<file path="src/rtl/muldiv_pkg.sv">
// Shared definitions for the iterative multiply/divide unit: op codes, FSM states
// and small op-classification helpers.
package muldiv_pkg;

  typedef enum logic [2:0] {
    MD_NOP   = 3'd0,
    MD_MULT  = 3'd1,
    MD_MULTU = 3'd2,
    MD_DIV   = 3'd3,
    MD_DIVU  = 3'd4,
    MD_MTHI  = 3'd5,
    MD_MTLO  = 3'd6,
    MD_RSVD  = 3'd7
  } md_op_e;

  typedef enum logic [1:0] {
    ST_IDLE = 2'd0,
    ST_PREP = 2'd1,
    ST_CALC = 2'd2,
    ST_FIX  = 2'd3
  } md_state_e;

  function automatic logic is_mul(input md_op_e op);
    return (op == MD_MULT) || (op == MD_MULTU);
  endfunction

  function automatic logic is_div(input md_op_e op);
    return (op == MD_DIV) || (op == MD_DIVU);
  endfunction

  function automatic logic is_signed_op(input md_op_e op);
    return (op == MD_MULT) || (op == MD_DIV);
  endfunction

endpackage

</file>
<file path="src/rtl/muldiv_step.sv">
// One iteration of the multiply/divide datapath on the 2*WIDTH+1-bit accumulator.
// Divide step exists only when MULDIV_DIV_EN is defined.
module muldiv_step
  import muldiv_pkg::*;
#(
  parameter int WIDTH = 32
) (
  input  logic [2*WIDTH:0]   acc,
  input  logic [WIDTH-1:0]   operand,
  input  logic               div_mode,
  output logic [2*WIDTH:0]   acc_next
);

  logic [WIDTH:0]   sum;
  logic [2*WIDTH:0] mul_next;

  // Shift-add: upper half plus multiplicand, then shift the whole accumulator right.
  assign sum      = acc[2*WIDTH:WIDTH] + {1'b0, operand};
  assign mul_next = {1'b0, (acc[0] ? sum : acc[2*WIDTH:WIDTH]), acc[WIDTH-1:1]};

`ifdef MULDIV_DIV_EN
  logic [2*WIDTH:0] shifted;
  logic [WIDTH:0]   trial;
  logic             fits;
  logic [2*WIDTH:0] div_next;

  // Restoring divide: upper WIDTH+1 bits are the partial remainder.
  assign shifted  = {acc[2*WIDTH-1:0], 1'b0};
  assign fits     = shifted[2*WIDTH:WIDTH] >= {1'b0, operand};
  assign trial    = shifted[2*WIDTH:WIDTH] - {1'b0, operand};
  assign div_next = fits ? {trial, shifted[WIDTH-1:1], 1'b1} : shifted;
  assign acc_next = div_mode ? div_next : mul_next;
`else
  assign acc_next = div_mode ? acc : mul_next;
`endif

endmodule

</file>
<file path="src/rtl/muldiv.sv">
// Iterative MULT/MULTU/DIV/DIVU unit with HI/LO registers and MTHI/MTLO writes.
// Optional divider datapath enabled by defining MULDIV_DIV_EN.
module muldiv
  import muldiv_pkg::*;
#(
  parameter int WIDTH = 32
) (
  input  logic             CLK,
  input  logic             RST_N,
  input  logic             START,
  input  logic [2:0]       MDOp,
  input  logic [WIDTH-1:0] DATA_IN1,
  input  logic [WIDTH-1:0] DATA_IN2,
  output logic             BUSY,
  output logic             DONE,
  output logic [WIDTH-1:0] HI,
  output logic [WIDTH-1:0] LO
);

  localparam int AW = 2 * WIDTH + 1;
  localparam int CW = $clog2(WIDTH);
  localparam logic [CW-1:0] LAST = CW'(WIDTH - 1);

  md_state_e           state_reg, state_next;
  md_op_e              op_reg, req_op;
  logic [WIDTH-1:0]    a_reg, b_reg, mag_reg, hi_reg, lo_reg;
  logic [AW-1:0]       acc_reg, acc_next;
  logic [CW-1:0]       cnt_reg;
  logic                neg_res_reg, done_reg;
  logic                div_op, sgn_op, skip_calc;
  logic [WIDTH-1:0]    abs_a, abs_b;
  logic [2*WIDTH-1:0]  prod;

  assign req_op = md_op_e'(MDOp);
  assign div_op = is_div(op_reg);
  assign sgn_op = is_signed_op(op_reg);
  assign abs_a  = (sgn_op && a_reg[WIDTH-1]) ? -a_reg : a_reg;
  assign abs_b  = (sgn_op && b_reg[WIDTH-1]) ? -b_reg : b_reg;
  assign prod   = neg_res_reg ? -acc_reg[2*WIDTH-1:0] : acc_reg[2*WIDTH-1:0];

`ifdef MULDIV_DIV_EN
  logic             neg_rem_reg;
  logic [WIDTH-1:0] quo, rem;
  assign quo       = neg_res_reg ? -acc_reg[WIDTH-1:0] : acc_reg[WIDTH-1:0];
  assign rem       = neg_rem_reg ? -acc_reg[2*WIDTH-1:WIDTH] : acc_reg[2*WIDTH-1:WIDTH];
  assign skip_calc = div_op && (b_reg == '0);
`else
  assign skip_calc = div_op;
`endif

  muldiv_step #(.WIDTH(WIDTH)) u_step (
    .acc      (acc_reg),
    .operand  (mag_reg),
    .div_mode (div_op),
    .acc_next (acc_next)
  );

  always_ff @(posedge CLK) begin
    if (!RST_N) state_reg <= ST_IDLE;
    else        state_reg <= state_next;
  end

  always_comb begin
    state_next = state_reg;
    case (state_reg)
      ST_IDLE: if (START && (is_mul(req_op) || is_div(req_op))) state_next = ST_PREP;
      ST_PREP: state_next = skip_calc ? ST_FIX : ST_CALC;
      ST_CALC: if (cnt_reg == LAST) state_next = ST_FIX;
      ST_FIX:  state_next = ST_IDLE;
      default: state_next = ST_IDLE;
    endcase
  end

  always_comb begin
    BUSY = (state_reg != ST_IDLE);
    DONE = done_reg;
  end

  assign HI = hi_reg;
  assign LO = lo_reg;

  always_ff @(posedge CLK) begin
    if (!RST_N) begin
      op_reg      <= MD_NOP;
      a_reg       <= '0;
      b_reg       <= '0;
      mag_reg     <= '0;
      hi_reg      <= '0;
      lo_reg      <= '0;
      acc_reg     <= '0;
      cnt_reg     <= '0;
      neg_res_reg <= 1'b0;
      done_reg    <= 1'b0;
`ifdef MULDIV_DIV_EN
      neg_rem_reg <= 1'b0;
`endif
    end else begin
      done_reg <= (state_reg == ST_FIX);
      case (state_reg)
        ST_IDLE: if (START) begin
          case (req_op)
            MD_MTHI: hi_reg <= DATA_IN1;
            MD_MTLO: lo_reg <= DATA_IN1;
            MD_MULT, MD_MULTU, MD_DIV, MD_DIVU: begin
              op_reg <= req_op;
              a_reg  <= DATA_IN1;
              b_reg  <= DATA_IN2;
            end
            default: ;
          endcase
        end
        ST_PREP: begin
          neg_res_reg <= sgn_op && (a_reg[WIDTH-1] ^ b_reg[WIDTH-1]);
`ifdef MULDIV_DIV_EN
          neg_rem_reg <= sgn_op && a_reg[WIDTH-1];
`endif
          cnt_reg <= '0;
          // Dividend (or multiplier) sits in the low half; the other magnitude is the step operand.
          acc_reg <= {{(WIDTH+1){1'b0}}, (div_op ? abs_a : abs_b)};
          mag_reg <= div_op ? abs_b : abs_a;
        end
        ST_CALC: begin
          acc_reg <= acc_next;
          cnt_reg <= cnt_reg + 1'b1;
        end
        ST_FIX: begin
          if (!div_op) begin
            hi_reg <= prod[2*WIDTH-1:WIDTH];
            lo_reg <= prod[WIDTH-1:0];
          end
`ifdef MULDIV_DIV_EN
          else if (b_reg == '0) begin
            hi_reg <= a_reg;
            lo_reg <= '1;
          end else begin
            hi_reg <= rem;
            lo_reg <= quo;
          end
`endif
        end
        default: ;
      endcase
    end
  end

endmodule
</file>
<file path="config.mk">
export PLATFORM = sky130hd
export DESIGN_NAME = muldiv
export DESIGN_NICKNAME = d
export VERILOG_FILES = /design/src/rtl/muldiv_pkg.sv /design/src/rtl/muldiv_step.sv /design/src/rtl/muldiv.sv
export SDC_FILE = /design/constraint.sdc
export NUM_CORES = 1
export LEC_CHECK = 0
export ABC_AREA = 1
export BUFFER_PORTS_ARGS = -buffer_cell sky130_fd_sc_hd__buf_2
export CAP_MARGIN = 15
export CORE_MARGIN = 2
export CORE_UTILIZATION = 35
export CTS_BUF_LIST = sky130_fd_sc_hd__clkbuf_16
export DETAILED_ROUTE_END_ITERATION = 16
export PLACE_DENSITY = 0.58
export SETUP_SLACK_MARGIN = 0.5
export SYNTH_ARGS = -nofsm -noshare
export SYNTH_HDL_FRONTEND = slang
export SYNTH_SLANG_ARGS = --single-unit
</file>
<file path="constraint.sdc">
create_clock -name CLK -period 2.5 [get_ports CLK]
set_input_delay 0.125 -clock CLK [delete_from_list [all_inputs] [get_ports CLK]]
set_output_delay 0.125 -clock CLK [all_outputs]
set_load 0.05 [all_outputs]
</file>
==> flow_metrics.env <==
export IMPL_status="completed"
export IMPL_antenna_cells=0
export IMPL_finalCriticalPeriod_ns=2.03
export IMPL_hp_start="RST_N"
export IMPL_grt_pass1_vias=17719
export IMPL_antenna_found_initial=3
export IMPL_cts_sink_count=236
export IMPL_htreeDepth=1
export IMPL_wirelength_um=72700
export IMPL_drv_cap=0
export IMPL_core_region_area_sq_um=46400
export IMPL_fin_nets=3041
export IMPL_ys_seq_area_frac=0.289
export IMPL_layout_commonest_cell="nand2_1"
export IMPL_setup_viol=0
export IMPL_globalplace_congestion=1.01
export IMPL_min_path_type="primary input to register"
export IMPL_end_kind="register"
export IMPL_rsz0062_at_grt="yes"
export IMPL_reg2regPathDepth=12
export IMPL_die_w_um=220
export IMPL_layout_common_cells="664 x nand2_1, 324 x inv_1, 280 x a21oi_1"
export IMPL_cp_start_kind="register"
export IMPL_worstHoldEndpoint="DONE"
export IMPL_worst_clock_skew_ns=0.0265
export IMPL_postSynthAreaPerCell_sq_um=5.97
export IMPL_critPathKind="register to register"
export IMPL_grt_overflow=0
export IMPL_min_delay_path_depth=3
export IMPL_r2r_start="mag_reg[0]"
export IMPL_ctsRootBufferMaster="clkbuf_16"
export IMPL_p_leak_nw=9.59
export IMPL_crit_cells=12
export IMPL_clkLatencyLatePin_ns=0.59
export IMPL_row_count=79
export IMPL_ys_flop_type="dfxtp_1"
export IMPL_slew_viol_final=0
export IMPL_yosys_register_bits=236
export IMPL_drtIter0Drc=2132
export IMPL_ys_warn_count=0
export IMPL_synth_edf_count=0
export IMPL_die_h_um=220
export IMPL_num_vias=19480
export IMPL_worstPathArrival_ns=2.52
export IMPL_fin_crit_sh=0.812
export IMPL_drive_gt1_frac=0.179
export IMPL_hold_viol=0
export IMPL_detail_route_antenna_nets=0
export IMPL_place_port_buffers=135
export IMPL_reg2reg_to="acc_reg[39]"
export IMPL_ios=136
export IMPL_worst_path_buf_inv=3
export IMPL_ir_drop_v=0.000707
export IMPL_vias_per_cell=5.47
export IMPL_crit_required_ns=2.99
export IMPL_syn_area_sq_um=16300
export IMPL_dp_cells=3411
export IMPL_wl_per_cell_um=20.4
export IMPL_dieArea_sq_um=48400
export IMPL_fin_tns_setup_ns=0
export IMPL_power_density_nw_per_um2=1090
export IMPL_grt_first_pass_wirelength_um=105000
export IMPL_hpwl_um=55800
export IMPL_drc=0
export IMPL_grt_max_degree=63
export IMPL_worst_pin_slew_ns=0.962
export IMPL_path_max_fanout=4
export IMPL_gr_usage_all_layers=0.288
export IMPL_crit_chain="ha_4 -> inv_2 -> fa_2 -> inv_2 -> nand3_4 -> nand3_4 -> nand2_1 -> nand2_2 -> buf_4 -> xor2_2 -> o21ai_1 -> a21oi_1"
export IMPL_crit_family="adder cells"
export IMPL_cts_buffers=29
export IMPL_synthCells=2738
export IMPL_async_reset_ff_frac=0
export IMPL_initial_core_util=0.353
export IMPL_cts_tree="done"
export IMPL_finalNonFillerCells=3558
export IMPL_clockBufferDepth=3
export IMPL_syn_num_nets=2851
export IMPL_drtPass1Iterations=7
export IMPL_reg2reg_slack_ns=0.47
export IMPL_whs_ns=0.0459
export IMPL_crit_start="mag_reg[0]"
export IMPL_fmax_mhz=493
export IMPL_path_clk_slew_ns=0.06
export IMPL_area_growth_pct=25.9
export IMPL_largest_reg_flops=64
export IMPL_slew_headroom=0.359
export IMPL_cp_slowest_cell="fa_2"
export IMPL_crit_path_max_incr_delay_ns=0.39
export IMPL_yosys_cell_types_count=45
==> synth_stat cells (6+ instances only) <==
library cell	instances	share of area
inv_1	332	0.076
nand4_1	29	0.011
a31oi_1	11	0.0042
inv_2	19	0.0044
o21ai_1	29	0.0089
xor2_1	32	0.017
dfxtp_1	236	0.29
clkbuf_1	69	0.016
ha_1	42	0.032
nand3b_1	6	0.0028
nand2_1	698	0.16
a21oi_1	298	0.091
nor2_1	249	0.057
o211ai_1	25	0.011
nand2_2	8	0.0031
nand3_1	265	0.081
nor3_1	21	0.0064
o21ai_0	256	0.078
nor2_2	14	0.0054
nor2_4	6	0.0041
buf_2	32	0.0098
==> final cells by class <==
type	count	area, sq um
repair buffers	274	2030
clock buffers	29	726
flip-flops and latches	236	4820
inverters	354	1370
well taps	607	759
repair inverters	1	5.00
multi-input cells	2032	10600
fillers	4880	25800
clock inverters	25	258
==> tightest hold or removal path: stages <==
cell and delay, ns:
buf_4 0.28, nand2_1 0.14, inv_1 0.04
==> routing by layer <==
metal  global-route usage  wire (um)  vias up
li1                     -          -     9312
met1                0.378      30800     9188
met2                0.473      33300      805
met3               0.0493       5530      173
met4                0.103       3080        2
met5                    0         16        -
==> per-stage QoR <==
step / power [W] / setup slack (ns) / utilization / instance area (sq um)
2_1_floorplan: 0.0134 / 0.506 / - / 16300
3_3_place_gp: 0.0166 / 0.205 / 0.381 / 17700
3_5_place_dp: 0.0167 / 0.152 / 0.381 / 17700
4_1_cts: 0.0214 / 0.404 / 0.424 / 19600
5_1_grt: 0.0237 / 0.421 / 0.444 / 20600
6_report: 0.0224 / 0.470 / 0.444 / 20600
==> worst max-delay path by stage <==
stage                       end
floorplan                HI[24]
global placement    acc_reg[59]
detailed placement  acc_reg[59]
CTS                 acc_reg[63]
global route        acc_reg[47]
finish              acc_reg[39]
==> logic make-up after synthesis <==
group	after synthesis	synth area share
buffers and inverters	470	0.114
adder cells (fa/ha/maj)	43	0.0334
flip-flops	236	0.289
XOR/XNOR	36	0.0193
AO/OA/AOI/OAI	637	0.203
AND/OR/NAND/NOR	1316	0.341
==> report_power, final <==
group / internal [W] / switching [W]
clock network: 0.00255 / 0.00189
registers: 0.00484 / 0.00110
logic: 0.00341 / 0.00860
==> timing repair <==
action	in CTS	in global routing
endpoints found under the hold margin	89	0
buffers inserted	6	18
cloned	1	1
endpoints found under the setup margin	109	172
pin swaps	4	27
gates resized for setup	76	211
hold buffers	67	0
Power figures use the tool's default switching activity.
